[config.mk]
export PLATFORM = sky130hd
export DESIGN_NAME = timer_dev_flat
export DESIGN_NICKNAME = d
export VERILOG_FILES = /design/src/rtl/timer_dev_pkg.sv /design/src/rtl/timer_dev_if.sv /design/src/rtl/timer_prescaler.sv /design/src/rtl/timer_dev.sv /design/src/flat_wrapper.sv
export SDC_FILE = /design/constraint.sdc
export NUM_CORES = 1
export LEC_CHECK = 0
export CAP_MARGIN = 20
export CORE_MARGIN = 3
export CORE_UTILIZATION = 45
export CTS_CLUSTER_SIZE = 24
export DETAILED_ROUTE_END_ITERATION = 7
export GPL_TIMING_DRIVEN = 1
export PLACE_DENSITY = 0.74
export REMOVE_ABC_BUFFERS = 1
export SLEW_MARGIN = 5
export SYNTH_ARGS = -nofsm -noshare
export SYNTH_HDL_FRONTEND = slang
export SYNTH_SLANG_ARGS = --single-unit
[constraint.sdc]
create_clock -name clk -period 4.15 [get_ports clk]
set_input_delay 1.0375 -clock clk [delete_from_list [all_inputs] [get_ports clk]]
set_output_delay 1.0375 -clock clk [all_outputs]
set_load 0.005 [all_outputs]
[src/rtl/timer_dev_pkg.sv]
// Shared definitions for the countdown timer: register offsets, FSM states,
// MODE codes and CTRL bit positions.
package timer_dev_pkg;

  localparam logic [1:0] TIMER_CTRL   = 2'b00;
  localparam logic [1:0] TIMER_PRESET = 2'b01;
  localparam logic [1:0] TIMER_COUNT  = 2'b10;

  typedef enum logic [1:0] {
    IDLE = 2'd0,
    LOAD = 2'd1,
    CNT  = 2'd2,
    INT  = 2'd3
  } timer_state_e;

  localparam logic [1:0] MODE_ONESHOT = 2'b00;
  localparam logic [1:0] MODE_RELOAD  = 2'b01;

  localparam int CTRL_EN      = 0;
  localparam int CTRL_MODE_LO = 1;
  localparam int CTRL_IM      = 3;
  localparam int CTRL_PSC_LO  = 4;

  // Only 01 reloads; 00 and the unused 1x codes both behave as one-shot.
  function automatic logic is_reload(input logic [1:0] mode);
    return (mode == MODE_RELOAD) && (mode != MODE_ONESHOT);
  endfunction

endpackage

[src/rtl/timer_dev_if.sv]
// CPU-bridge responder port of one timer instance, plus the FSM state for observation.
interface timer_dev_if;
  import timer_dev_pkg::*;

  // Single-cycle bus: no valid/ready handshake. A write happens on every rising
  // edge where we=1; dout is a pure combinational function of addr[3:2].
  logic [31:2]  addr;
  logic         we;
  logic [31:0]  din;
  logic [31:0]  dout;
  logic         irq;
  timer_state_e dbg_state;

  modport master (output addr, we, din, input dout, irq, dbg_state);
  modport slave  (input addr, we, din, output dout, irq, dbg_state);

endinterface

[src/rtl/timer_prescaler.sv]
// Divides the countdown rate: tick pulses once every 2^psc cycles while run is high.
module timer_prescaler #(
  parameter int PSC_W = 4
) (
  input  logic             clk,
  input  logic             reset,
  input  logic             clr,
  input  logic             run,
  input  logic [PSC_W-1:0] psc,
  output logic             tick
);

  localparam int CW = 1 << PSC_W;

  logic [CW-1:0] cnt_q;
  logic [CW-1:0] limit;

  assign limit = (CW'(1) << psc) - CW'(1);
  assign tick  = run && (cnt_q == limit);

  always_ff @(posedge clk) begin
    if (reset || clr) begin
      cnt_q <= '0;
    end else if (tick) begin
      cnt_q <= '0;
    end else if (run) begin
      cnt_q <= cnt_q + CW'(1);
    end
  end

endmodule

[src/rtl/timer_dev.sv]
// Bus-slave countdown timer with CTRL/PRESET/COUNT registers and a registered IRQ.
// Optional prescaler on the countdown is enabled by defining TIMER_PRESCALE_EN.
module timer_dev
  import timer_dev_pkg::*;
#(
  parameter logic [31:0] RST_PRESET = 32'h0000_0000,
  parameter int          PRESCALE_W = 4
) (
  input  logic        clk,
  input  logic        reset,
  timer_dev_if.slave  bus
);

  logic [31:0]  ctrl_q;
  logic [31:0]  preset_q;
  logic [31:0]  count_q;
  logic [31:0]  count_d;
  timer_state_e state_q;
  timer_state_e state_d;
  logic         irq_flag_q;
  logic         irq_flag_d;
  logic         irq_q;
  logic         clr_en;
  logic         tick;
  logic [1:0]   reg_sel;
  logic         wr_ctrl;
  logic         wr_preset;
  logic         en_cnt;
  logic [31:0]  dout_d;
  logic         unused_addr;

  assign reg_sel     = bus.addr[3:2];
  assign wr_ctrl     = bus.we && (reg_sel == TIMER_CTRL);
  assign wr_preset   = bus.we && (reg_sel == TIMER_PRESET);
  assign unused_addr = ^bus.addr[31:4];

  // A CTRL write landing this edge decides whether a running count continues.
  assign en_cnt = wr_ctrl ? bus.din[CTRL_EN] : ctrl_q[CTRL_EN];

`ifdef TIMER_PRESCALE_EN
  localparam logic [31:0] CTRL_MASK =
    32'hF | (((32'd1 << PRESCALE_W) - 32'd1) << CTRL_PSC_LO);

  timer_prescaler #(.PSC_W(PRESCALE_W)) u_prescaler (
    .clk   (clk),
    .reset (reset),
    .clr   ((state_q == LOAD) || wr_ctrl),
    .run   (state_q == CNT),
    .psc   (ctrl_q[CTRL_PSC_LO +: PRESCALE_W]),
    .tick  (tick)
  );
`else
  localparam logic [31:0] CTRL_MASK = 32'hF;
  logic [PRESCALE_W-1:0] unused_psc;

  assign unused_psc = '0;
  assign tick       = 1'b1;
`endif

  always_comb begin
    state_d    = state_q;
    count_d    = count_q;
    irq_flag_d = irq_flag_q;
    clr_en     = 1'b0;
    case (state_q)
      IDLE: begin
        if (ctrl_q[CTRL_EN]) state_d = LOAD;
      end
      LOAD: begin
        count_d = preset_q;
        state_d = CNT;
      end
      CNT: begin
        if (!en_cnt) begin
          state_d = IDLE;
        end else if (tick) begin
          if (count_q > 32'd1) begin
            count_d = count_q - 32'd1;
          end else begin
            count_d    = '0;
            irq_flag_d = 1'b1;
            state_d    = INT;
          end
        end
      end
      INT: begin
        if (is_reload(ctrl_q[CTRL_MODE_LO +: 2])) begin
          state_d    = LOAD;
          irq_flag_d = 1'b0;
        end else begin
          clr_en  = 1'b1;
          state_d = IDLE;
        end
      end
      default: state_d = IDLE;
    endcase
    if (wr_ctrl || wr_preset) irq_flag_d = 1'b0;
  end

  always_ff @(posedge clk) begin
    if (reset) begin
      ctrl_q     <= '0;
      preset_q   <= RST_PRESET;
      count_q    <= '0;
      state_q    <= IDLE;
      irq_flag_q <= 1'b0;
      irq_q      <= 1'b0;
    end else begin
      state_q    <= state_d;
      count_q    <= count_d;
      irq_flag_q <= irq_flag_d;
      irq_q      <= irq_flag_q & ctrl_q[CTRL_IM];
      // The bus write overrides the one-shot EN clear, EN included.
      if (wr_ctrl) begin
        ctrl_q <= bus.din & CTRL_MASK;
      end else if (clr_en) begin
        ctrl_q[CTRL_EN] <= 1'b0;
      end
      if (wr_preset) preset_q <= bus.din;
    end
  end

  always_comb begin
    dout_d = '0;
    case (reg_sel)
      TIMER_CTRL:   dout_d = ctrl_q;
      TIMER_PRESET: dout_d = preset_q;
      TIMER_COUNT:  dout_d = count_q;
      default:      dout_d = '0;
    endcase
  end

  assign bus.dout      = dout_d;
  assign bus.irq       = irq_q;
  assign bus.dbg_state = state_q;

endmodule
[src/flat_wrapper.sv]
// flat-port wrapper written by rule: the top's interface ports become plain ports
module timer_dev_flat import timer_dev_pkg::*;
#(
  parameter logic [31:0] RST_PRESET = 32'h0000_0000,
  parameter int          PRESCALE_W = 4
)
  (clk, reset, bus_addr, bus_we, bus_din, bus_dout, bus_irq, bus_dbg_state);
  timer_dev_if bus_i ();
  input  logic clk;
  input  logic reset;
  input wire logic [$bits(bus_i.addr)-1:0] bus_addr;
  input wire logic [$bits(bus_i.we)-1:0] bus_we;
  input wire logic [$bits(bus_i.din)-1:0] bus_din;
  output wire logic [$bits(bus_i.dout)-1:0] bus_dout;
  output wire logic [$bits(bus_i.irq)-1:0] bus_irq;
  output wire logic [$bits(bus_i.dbg_state)-1:0] bus_dbg_state;
  assign bus_i.addr = bus_addr;
  assign bus_i.we = bus_we;
  assign bus_i.din = bus_din;
  assign bus_dout = bus_i.dout;
  assign bus_irq = bus_i.irq;
  assign bus_dbg_state = bus_i.dbg_state;
  timer_dev #(.RST_PRESET(RST_PRESET), .PRESCALE_W(PRESCALE_W)) u_core (.clk(clk), .reset(reset), .bus(bus_i));
endmodule
==> metrics <==
Netlist cell types 69; via density per instance 6.186; Post-synth EDFFs 0; Fin Setup TNS 0 ns; dpl cell area 5002 um2; die width 103.0 um; Max H-tree Level 3; antenna violations before repair 0; status finished, final reports clean; min-delay worst type reg -> reg; worst slew pin tran 1.084 ns; CTS buffer count 9; capturing point of the worst reg2reg path u_core.count_q[11]$_SDFFE_PP0P_; Post-Syn Area 4233 um2; Sink Count 72; final setup vio count 0; M3 GR Usage 4.533%; dpl hpwl 8516 um; largest net degree at the start of global routing 57; Inserted Diodes 0; most used routing layer met2; worst r2r path cells 5; CP Max Fanout 15; CP required 3.11 ns; min-delay src u_core.preset_q[16]$_SDFFE_PP0P_; Post-Synth Simple-Gate Area 22.73%; compound-cell area share of the yosys netlist 33.34%; Antenna Nets Post-Route 0; PostCTS Resize Cnt 0; fmax 0.2551 GHz; Total Routed Length 12540 um; Yosys warnings 0; layout cells sized above 1 10.64%; RSZ-0062 raised after global routing no; pwr/cell area 310.1 nW/um2; min Tclk post-route 3.920 ns; met1 Use GR 30.91%; total core area 8934 um2; grt ovf 0; Die H 103.0 um; Cells after Synth 548; hold slack 0.4708 ns; setup bufs post-CTS 0; adder-cell share of the synthesized area 0.5912%; worst-case clock buffer depth 2; routed len/inst 17.45 um; Synth area leaders dfxtp_1 (34%), a21oi_1 (7.7%), nand2_1 (7.2%); Max-Cap Viols 0; Worst VDD drop 0.1464 mV; Worst Hold Depth 2; number of global-route vias before repair 4265; Overall Global Routing Usage 24.37%; largest family of logic cells by synthesized area compound AO/OA/AOI/OAI gates; Worst slew margin 27.71%; DRC violations left 0; initial core utilization 47.38%; Leakage 1.932 nW; R2R Setup Slk 1.12 ns; mux contribution to synthesized area 2.158%; First-pass DRT Iterations 5; M2 GR Usage 41.14%; #FFs+latches synth 72; path type of the worst setup path in -> out; fin worst setup slack 0.2301 ns; Setup Skew 0.01385 ns; fin crit share 94.46%; Worst-Skew Late Latency 0.36 ns; Min-Delay Endpoint u_core.preset_q[16]$_SDFFE_PP0P_; critical path arrival 2.88 ns; Synth Flop Type dfxtp_1; GP Congestion 0.9169; average size of a mapped cell 7.724 um2; Post-synth ARST share 0%; DIE AREA 10610 um2; via count 4448; pins over their slew limit 0; I/O Pins 100; share of Yosys cell area claimed by the top area cell type 34.05%; sequential share of the synthesized area 34.05%; root buf cell clkbuf_8; Iter 0 DRT Violations 202; CP endpoint kind output port; xor-xnor portion of the synthesized cell area 0.4138%; worst r2r src u_core.count_q[9]$_SDFFE_PP0P_; clk slew on worst S/H paths 0.08 ns; global-route wire length before repair 20470 um; Startpoint Class input port; Final #Nets 673; Setup WS pre-CTS 0.2611 ns; hold buffer count at cts 0; total power 1.617 mW; Hold Violations, Final 0; # rows 34; CTS tree built; Final Cell Area 5215 um2; IO buf count 71; largest area contributor in the netlist dfxtp_1; Area Growth Syn to Fin 23.20%
-- cell usage in the layout (no fill, tap or decap), drive strengths merged, types with 4 or more instances in the layout --
cell	synthesis	layout
dfxtp	72	72
nor2	43	43
a221oi	4	4
and3	5	5
a21oi	65	65
clkdlybuf4s50	0	70
nand3	8	8
nand2	81	81
o21ai	37	37
nand2b	7	7
a22o	28	28
a2111oi	6	6
o21a	7	7
clkbuf	33	10
mux2i	8	8
nor4	13	13
nor3	17	17
a41o	4	4
a211oi	11	11
inv	16	16
or3	4	4
nor2b	5	5
buf	10	20
nand4	4	4
o211a	4	4
o22ai	12	12
-- synthesized netlist by cell type, types with 8 or more instances --
master / number
dfxtp_1: 72
o22ai_1: 12
nor3_1: 17
nor4_1: 12
nand2_1: 81
o21ai_0: 36
nor2_1: 42
a211oi_1: 11
clkbuf_1: 30
a22o_1: 27
inv_1: 16
nand3_1: 8
mux2i_1: 8
a21oi_1: 65
-- metal layers --
layer	part of all wire, %	up-vias
met5	0	-
met4	1.9	0
met3	7.1	25
met2	46	168
met1	45	2116
li1	-	2139
-- per-stage QoR --
stage / cells / util [%]
floorplan: 505 / -
global placement: 702 / 55.99
detailed placement: 702 / 55.99
CTS: 718 / 58.21
global route: 719 / 58.38
finish: 719 / 58.38
-- worst max-delay path by stage --
stage | from | end | slack [ns] | depth (start not counted)
after global routing | bus_addr[1] | bus_dout[16] | 0.12 | 6
after floorplan | bus_addr[0] | bus_dout[21] | 0.63 | 2
final | bus_addr[1] | bus_dout[16] | 0.23 | 6
after detailed placement | bus_addr[1] | bus_dout[16] | 0.26 | 6
after CTS | bus_addr[1] | bus_dout[16] | 0.23 | 6
after global placement | bus_addr[1] | bus_dout[20] | 0.27 | 6
-- sequential cells by signal, indices dropped and copies added (netlist names) --
signal / count
u_core.irq_flag_q: 1
u_core.bus.irq: 1
u_core.count_q: 32
u_core.ctrl_q: 4
u_core.bus.dbg_state: 2
u_core.preset_q: 32
-- report_power, final --
group	total, mW	switching [mW]	internal [mW]
Clock	0.576	0.297	0.280
Combinational	0.307	0.173	0.135
Sequential	0.733	0.0234	0.710
Total	1.62	0.493	1.12
-- worst max-delay path, stage by stage --
cell and delay [ns]:
clkdlybuf4s50_1 0.63, inv_1 0.13, nor2_2 0.15, buf_4 0.24, a22o_1 0.18, clkdlybuf4s50_1 0.51
-- cells by family after synthesis --
group           after synthesis
flops                        72
mux                           9
fa+ha+maj                     2
buf+inv                      59
xor+xnor                      2
compound gates              204
simple gates                200
-- area by class of cell --
type	instances	area, um2
fillers	841	3719
flip-flops and latches	72	1441
inverters	16	60.06
clock inverters	6	70.07
well taps	108	135.1
repair buffers	90	868.3
multi-input cells	417	2512
clock buffers	10	127.6
No activity file was read; power rests on OpenSTA's default activity.
